File: src/rtl/id_stage.sv
// id_stage: instruction-decode stage in front of the register file.
//
// Takes 16-bit instructions from fetch over a valid/ready handshake, decodes
// them, drives the register-file read addresses combinationally and loads
// the ID/EX pipeline register. Inserts a single bubble on a load-use hazard,
// honours downstream backpressure (ex_ready) and flush.
//
// Ports:
//   Clock, Reset            rising-edge clock, synchronous active-high reset
//   if_valid/if_instr       instruction from fetch
//   if_ready                stage accepts if_instr this cycle
//   flush                   kills held and incoming instruction
//   ex_ready                execute stage accepts ID/EX contents
//   RAddr1/RAddr2           register file read addresses (combinational)
//   ex_valid .. ex_illegal  ID/EX pipeline register
//   stall_cnt               hazard-bubble counter (only with ID_STALL_CNT_EN)
//
// Optional feature: define ID_STALL_CNT_EN to add the saturating stall_cnt
// output.
module id_stage #(
  parameter int DSIZE = 16,
  parameter int RSIZE = 4,
  parameter int ISIZE = 16
) (
  input  logic             Clock,
  input  logic             Reset,
  input  logic             if_valid,
  input  logic [ISIZE-1:0] if_instr,
  output logic             if_ready,
  input  logic             flush,
  input  logic             ex_ready,
  output logic [RSIZE-1:0] RAddr1,
  output logic [RSIZE-1:0] RAddr2,
  output logic             ex_valid,
  output logic [3:0]       ex_op,
  output logic [RSIZE-1:0] ex_waddr,
  output logic             ex_wen,
  output logic             ex_mem_rd,
  output logic             ex_mem_wr,
  output logic [DSIZE-1:0] ex_imm,
  output logic             ex_illegal
`ifdef ID_STALL_CNT_EN
  ,
  output logic [15:0]      stall_cnt
`endif
);

  typedef struct packed {
    logic             valid;
    logic [3:0]       op;
    logic [RSIZE-1:0] waddr;
    logic             wen;
    logic             mem_rd;
    logic             mem_wr;
    logic [DSIZE-1:0] imm;
    logic             illegal;
  } dec_t;

  typedef enum logic {RUN = 1'b0, STALL = 1'b1} state_t;

  function automatic dec_t decode(input logic [ISIZE-1:0] ins);
    dec_t       d;
    logic [3:0] op;
    logic       writes;
    d      = '0;
    op     = ins[15:12];
    writes = 1'b0;
    if (op >= 4'd13) begin
      d.illegal = 1'b1;
    end else begin
      d.valid  = 1'b1;
      d.op     = op;
      d.mem_rd = (op == 4'd8);
      d.mem_wr = (op == 4'd9);
      writes   = (op <= 4'd8) || (op == 4'd10);
      case (op)
        4'd8, 4'd9, 4'd11: d.imm = DSIZE'(ins[3:0]);
        4'd10:             d.imm = DSIZE'(ins[7:0]);
        4'd12:             d.imm = DSIZE'(ins[11:0]);
        default:           d.imm = '0;
      endcase
      // A write to R0 is no write at all: both waddr and wen collapse to 0.
      if (writes && (ins[11:8] != 4'd0)) begin
        d.wen   = 1'b1;
        d.waddr = RSIZE'(ins[11:8]);
      end
    end
    return d;
  endfunction

  // Read-port addresses; unused ports read R0.
  function automatic logic [2*RSIZE-1:0] src_addrs(input logic [ISIZE-1:0] ins);
    logic [RSIZE-1:0] rd, rs1, rs2;
    rd  = RSIZE'(ins[11:8]);
    rs1 = RSIZE'(ins[7:4]);
    rs2 = RSIZE'(ins[3:0]);
    case (ins[15:12])
      4'd0, 4'd1, 4'd2, 4'd3,
      4'd4, 4'd5, 4'd6, 4'd7: return {rs1, rs2};
      4'd8:                   return {rs1, {RSIZE{1'b0}}};
      4'd9:                   return {rs1, rd};
      4'd11:                  return {rd, rs1};
      default:                return '0;
    endcase
  endfunction

  function automatic logic [15:0] sat_inc(input logic [15:0] v);
    return (v == 16'hFFFF) ? v : v + 16'd1;
  endfunction

  logic             held_valid;
  logic [ISIZE-1:0] held_instr;
  logic [ISIZE-1:0] cur_instr;
  logic             cur_valid;
  logic             hazard;
  dec_t             dec;
  dec_t             ex_q;
  state_t           state_q, state_d;

  // Decode point: the held instruction has priority over fetch.
  assign if_ready  = !held_valid;
  assign cur_instr = held_valid ? held_instr : if_instr;
  assign cur_valid = held_valid || if_valid;
  assign dec       = decode(cur_instr);
  assign {RAddr1, RAddr2} = cur_valid ? src_addrs(cur_instr) : '0;

  // Sources are 0 for unused ports and ex_waddr is nonzero, so comparing the
  // driven read addresses covers exactly the used sources.
  assign hazard = cur_valid && (state_q == RUN) && ex_q.valid && ex_q.mem_rd &&
                  (ex_q.waddr != '0) &&
                  ((RAddr1 == ex_q.waddr) || (RAddr2 == ex_q.waddr));

  always_comb begin
    state_d = state_q;
    case (state_q)
      RUN:     if (hazard && ex_ready) state_d = STALL;
      STALL:   state_d = RUN;
      default: state_d = RUN;
    endcase
    if (flush) state_d = RUN;
  end

  // ID/EX boundary: control and pipeline register.
  always_ff @(posedge Clock) begin
    if (Reset) begin
      state_q    <= RUN;
      held_valid <= 1'b0;
      ex_q       <= '0;
    end else begin
      state_q <= state_d;
      if (flush) begin
        held_valid <= 1'b0;
        ex_q       <= '0;
      end else if (ex_ready) begin
        if (hazard) begin
          ex_q       <= '0;
          held_valid <= 1'b1;
        end else begin
          ex_q       <= cur_valid ? dec : '0;
          held_valid <= 1'b0;
        end
      end else if (if_valid && !held_valid) begin
        held_valid <= 1'b1;
      end
    end
  end

  // Skid-buffer payload: tracks fetch whenever the buffer is empty, so it
  // already holds the right word on the cycle held_valid rises.
  always_ff @(posedge Clock) begin
    if (!held_valid) held_instr <= if_instr;
  end

  assign ex_valid   = ex_q.valid;
  assign ex_op      = ex_q.op;
  assign ex_waddr   = ex_q.waddr;
  assign ex_wen     = ex_q.wen;
  assign ex_mem_rd  = ex_q.mem_rd;
  assign ex_mem_wr  = ex_q.mem_wr;
  assign ex_imm     = ex_q.imm;
  assign ex_illegal = ex_q.illegal;

`ifdef ID_STALL_CNT_EN
  always_ff @(posedge Clock) begin
    if (Reset) begin
      stall_cnt <= 16'd0;
    end else if (!flush && ex_ready && hazard) begin
      stall_cnt <= sat_inc(stall_cnt);
    end
  end
`endif

endmodule

File: config.mk
export PLATFORM = sky130hd
export DESIGN_NAME = id_stage
export DESIGN_NICKNAME = d
export VERILOG_FILES = /design/src/rtl/id_stage.sv
export SDC_FILE = /design/constraint.sdc
export NUM_CORES = 1
export LEC_CHECK = 0
export CORE_MARGIN = 2
export CORE_UTILIZATION = 35
export CTS_CLUSTER_DIAMETER = 80
export DETAILED_ROUTE_END_ITERATION = 16
export PLACE_DENSITY = 0.58
export SLEW_MARGIN = 10
export SYNTH_ARGS = -nofsm -noshare
export SYNTH_HDL_FRONTEND = slang
export SYNTH_SLANG_ARGS = --single-unit
export TNS_END_PERCENT = 5
File: constraint.sdc
create_clock -name Clock -period 3.19 [get_ports Clock]
set_input_delay 0.638 -clock Clock [delete_from_list [all_inputs] [get_ports Clock]]
set_output_delay 0.638 -clock Clock [all_outputs]
set_load 0.03 [all_outputs]
# Word level (Yosys, flattened, before mapping)
# Cells that the tools add are included.
[op_classes] n_lt_le_gt_ge=2 n_eq_ne=14 n_mux=14 n_bitwise=1 reduce_logical=19
[op_table] op="$mux 29" count=2
[op_table] op="$pmux 12 s3" count=1
[op_table] op="$pmux 8 s4" count=1
[op_table] op="$mux 28" count=1
[op_table] op="$eq 4x4->1 const B" count=5
[op_table] op="$eq 4x3->1 const B" count=4
[op_table] op="$mux 16" count=1
[op_table] op="$eq 4x2->1 const B" count=2
[op_table] op="$eq 4x4->1" count=2
[op_table] op="$logic_and 1x1->1" count=8
[op_table] op="$mux 8" count=1
[op_table] op="$reduce_bool 4->1" count=2
[op_table] op="$reduce_or 8->1" count=1
[op_table] op="$mux 1" count=5
[op_table] op="$mux 5" count=1
[op_table] op="$eq 4x1->1 const B" count=1
[op_table] op="$ge 4x4->1 const B" count=1
[op_table] op="$le 4x4->1 const B" count=1
[op_table] op="$logic_not 4->1" count=1
[op_table] op="$logic_or 1x1->1" count=3
[op_table] op="$reduce_or 3->1" count=1
[op_table] op="$pmux 1 s2" count=1
[op_table] op="$reduce_bool 2->1" count=1
[op_table] op="$reduce_or 2->1" count=1
[op_table] op="other kinds (2)" count=2
[totals] regBits=47 inputBits=21 elab_cells=61

# Depth between registers and ports, before layout
# Gate-level depths: netlist of the first run.
[logic_depth] ltp_word=11 mapped_depth=11

# Worst setup path before layout of the first run
# OpenSTA, ideal clock, no wires.
[synth_timing] kind="input to register" start="input if_instr[15]" end="register ex_q (netlist bit ex_mem_wr)" setup_ns=0.117 t_arrival_ns=2.765 setup_slack_ns=0.307 path_stages=9 n_path_buf=1 path_cell_list="mux2i_2 inv_2 a311o_1 buf_6 nor2_1 nand3_1 a32oi_2 o21bai_2 a32o_1"
[synth_via] elab_chain_len=9 word_cells_on_any_way=23
[synth_lines] item="from (decl)" line_no="28" source="input logic [ISIZE-1:0] if_instr,"
[synth_lines] item="$mux 16 *"
[synth_lines] item="named net cur_instr[15]" line_no="113" source="logic [ISIZE-1:0] cur_instr;"
[synth_lines] item="$eq 4x1->1, or another cell as far along" line_no="97" source="case (ins[15:12])"
[synth_lines] item="$reduce_or 8->1" line_no="97"
[synth_lines] item="$pmux 8 s4 *" line_no="97"
[synth_lines] item="$mux 8 *" line_no="125" source="assign {RAddr1, RAddr2} = cur_valid ? src_addrs(cur_instr) : '0;"
[synth_lines] item="named net RAddr2[1]" line_no="33" source="output logic [RSIZE-1:0] RAddr2,"
[synth_lines] item="$eq 4x4->1 *" line_no="131" source="((RAddr1 == ex_q.waddr) || (RAddr2 == ex_q.waddr));"
[synth_lines] item="$logic_or 1x1->1 *" line_no="131"
[synth_lines] item="$logic_and 1x1->1 *" line_no="130" source="(ex_q.waddr != '0) &&"
[synth_lines] item="$mux 29 *" line_no="155" source="if (hazard) begin"
[synth_lines] item="to (signal assigned)" line_no="159" source="ex_q <= cur_valid ? dec : '0;"
[synth_lines] item="to (decl)" line_no="117" source="dec_t ex_q;"
# Mark *: on every way through the listed nets, which the timed path passes. The rest lies on a longest branch.
# A chain may end at the register's enable or synchronous reset.

# Worst setup path in the final report of the first run
[layout_timing] start="input if_instr[15]" end="output RAddr2[1]"
[layout_via] elab_chain_len=5 word_cells_on_any_way=15
[layout_lines] item="$mux 16 *"
[layout_lines] item="named net cur_instr[15]" line_no="113"
[layout_lines] item="$eq 4x1->1, or another cell as far along" line_no="97"
[layout_lines] item="$reduce_or 8->1" line_no="97"
[layout_lines] item="$pmux 8 s4 *" line_no="97"
[layout_lines] item="$mux 8 *" line_no="125"
[layout_lines] item="to (decl)" line_no="33"
# Marked as above.

==> impl_metrics.py, run 1 <==
metrics = {
    "yosys": {
        "synth-edff-count": 0,
        "synth_area_per_cell_um2": 8.71,
        "ys_warn_count": 0,
        "synth.distinct_cells": 48,
        "async_reset_ff_share_pct": 0,
        "seq_area_frac_synth_pct": 42.6,
        "ys_seq_elements": 43,
        "synth-main-ff-cell": "dfxtp_1",
        "synthCells": 232,
        "syn_area_um2": 2020,
    },
    "die": {
        "start_util_pct": 36.5,
        "fp.coreArea_um2": 5540,
        "dieWidth_um": 80.0,
        "die_area_um2": 6400,
        "die_y_um": 80.0,
        "pin_count": 59,
        "rows": 27,
    },
    "sta": {
        "setup_viol": 0,
        "min_period_over_period_pct": 96.3,
        "fin_ws_ns": 0.118,
        "report.final.slew_viol_count": 0,
        "finalCriticalPeriod_ns": 3.07,
        "rsz0062_at_grt": "false",
        "hold_violations": 0,
        "fin_skew_ns": 0.00556,
        "max_freq_ghz": 0.326,
        "tns_ns": 0,
    },
    "clock_tree": {
        "cts_made_buffers": 5,
        "htreeDepth": 2,
        "numClockSinks": 43,
        "clock_path_buffers": 2,
        "path_clk_slew_ns": 0.08,
        "clk_latency_ns": 0.29,
        "hold_buffers": 0,
        "cts_root_buf": "clkbuf_8",
        "cts_tree": "done",
    },
    "global_route": {
        "grt_pass1_wl_mm": 9.19,
        "antenna_found_initial": 0,
        "grt_max_degree": 26,
        "grt_pass1_vias": 1834,
        "grt_overflow_total": 0,
        "grt_usage_pct": 18.6,
    },
    "worst_setup_path": {
        "worst-setup-path-type": "input port to output pin",
        "crit_path_start_kind": "input port",
        "cp_max_fo": 8,
        "cp-end-kind": "output pin",
        "required_ns": 2.55,
        "r2r_slack_ns": 0.47,
        "r2r-end": "ex_waddr[3]$_SDFFE_PP0P_",
        "critical_path_arrival_ns": 2.43,
        "r2r_cells": 10,
        "worstReg2RegStart": "held_valid$_SDFFE_PP0P_",
    },
    "place": {
        "gp_congestion": 0.772,
        "io_buffer_count": 54,
        "place_ws_ns": 0.0466,
        "dpl.hpwl_mm": 4.18,
    },
    "hold_path": {
        "min_to": "ex_op[3]$_SDFFE_PP0P_",
        "hold_start": "ex_op[3]$_SDFFE_PP0P_",
        "hold_class": "flop to flop",
        "hold_depth": 2,
    },
    "routing": {
        "drt_wl_total_mm": 5.47,
        "dr_total_vias": 1892,
        "first_pass_iters": 4,
        "detail_route.iter0.violations": 64,
        "vias_per_cell": 4.91,
        "post_drt_wl_per_cell_um": 14.2,
        "drc": 0,
        "ant_nets": 0,
    },
    "run_status": {
        "status": "finished clean",
    },
    "layout": {
        "antenna_cells": 0,
        "drive_above_1_share_pct": 17.3,
        "layout.cells.most_common": "clkdlybuf4s50_1",
        "num-fill-cells": 539,
        "fin_nets": 333,
        "syn_to_final_growth_pct": 43.0,
        "final_cell_mix": "clkdlybuf4s50_1, dfxtp_1, buf_4",
        "fin_util_pct": 52.2,
    },
    "run": {
        "drv_cap": 0,
    },
    "pwr": {
        "leakagePower_nw": 1.14,
        "p_per_area_nw_per_um2": 398,
        "ir_drop_mv": 0.195,
    },
}
## repair_timing
action | in CTS | in global routing
buffers inserted | 0 | 0
endpoints found under the setup margin | 0 | 6
resized for setup | 0 | 2
## worst max path at each step
stage,start,endpoint,slack [ns],depth (start not counted)
final,if_instr[15],RAddr2[1],0.12,7
after global routing,if_instr[15],RAddr2[1],0.03,7
after detailed placement,if_instr[14],ex_waddr[3]$_SDFFE_PP0P_,0.05,11
after floorplan,if_instr[15],ex_mem_wr$_SDFFE_PP0P_,0.31,9
after global placement,if_instr[15],ex_wen$_SDFFE_PP0P_,0.05,11
after CTS,held_valid$_SDFFE_PP0P_,RAddr1[0],0.08,7
## per-layer routing
metal,vias to the layer above,track usage (%),routed length [µm]
met5,-,0,0
met2,54,28.3,2370
met1,861,26.2,2760
met3,6,4.07,260
li1,971,-,-
met4,0,5.59,74
## cell families (layout without fill, tap and decap cells)
group	after synthesis	after routing	synth area share, %
xor+xnor	5	5	2.17
flops	43	43	42.6
buf+inv	31	109	7.43
simple gates	79	79	19.8
compound gates	59	59	20.1
other cells	1	4	0.186
mux	14	14	7.74
## through the flow
stage | power [mW] | area [µm²] | instances | hold slack (ns)
3_3_place_gp | 0.824 | 2810 | 377 | 0.432
4_1_cts | 1.16 | 2890 | 385 | 0.444
6_report | 1.15 | 2890 | 385 | 0.449
2_1_floorplan | 0.716 | 2030 | 235 | 0.463
5_1_grt | 1.21 | 2890 | 385 | 0.473
3_5_place_dp | 0.824 | 2810 | 377 | 0.433
## cells in the mapped netlist, types with 5 or more instances
cell	instances	area share [%]
dfxtp_1	43	43
nand2_1	32	5.9
inv_1	17	3.2
nor2_1	14	2.6
mux2i_1	12	5.9
o21ai_0	10	2.5
o22ai_1	9	2.8
a21oi_1	8	2.0
a22o_1	6	2.6
nand2b_1	6	1.9
o21ai_1	6	1.5
a32o_1	5	2.5
and2_1	5	1.5
## report_power, final
group / leakage [nW] / total [mW] / switching (mW) / internal (mW)
combinational: 0.748 / 0.244 / 0.132 / 0.112
clock: 0.0422 / 0.337 / 0.183 / 0.154
sequential: 0.354 / 0.569 / 0.0130 / 0.556
total: 1.14 / 1.15 / 0.328 / 0.822
## worst max-delay path: stages
cell,delay (ns)
clkdlybuf4s50_1,0.47
mux2i_2,0.28
inv_2,0.07
a311o_2,0.48
nor2_1,0.21
buf_4,0.14
buf_4,0.14
## cell type report
class                   instances  area (µm²)  area share (%)
flip-flops and latches         43         862            29.8
well taps                      72        90.1            3.12
clock buffers                   7        76.3            2.64
clock inverters                 1        5.00           0.173
repair buffers                 82         756            26.1
multi-input cells             161        1030            35.5
inverters                      19        73.8            2.55
## flip-flops by register name (all words and copies together) (netlist names), 4 cells and up
register    flops
ex_imm         12
ex_op           4
ex_waddr        4
held_instr     16
Note: power is estimated with default switching activity, not from simulation.
==> inputs of run 2 (changes only) <==
--- a/config.mk
+++ b/config.mk
@@ -9,6 +9,7 @@
 export CORE_UTILIZATION = 35
 export CTS_CLUSTER_DIAMETER = 80
 export DETAILED_ROUTE_END_ITERATION = 16
+export GPL_ROUTABILITY_DRIVEN = 0
 export PLACE_DENSITY = 0.58
 export SLEW_MARGIN = 10
 export SYNTH_ARGS = -nofsm -noshare
==> results of run 2 <==
No change in the layout: final DEF, timing and power equal those of run 1.
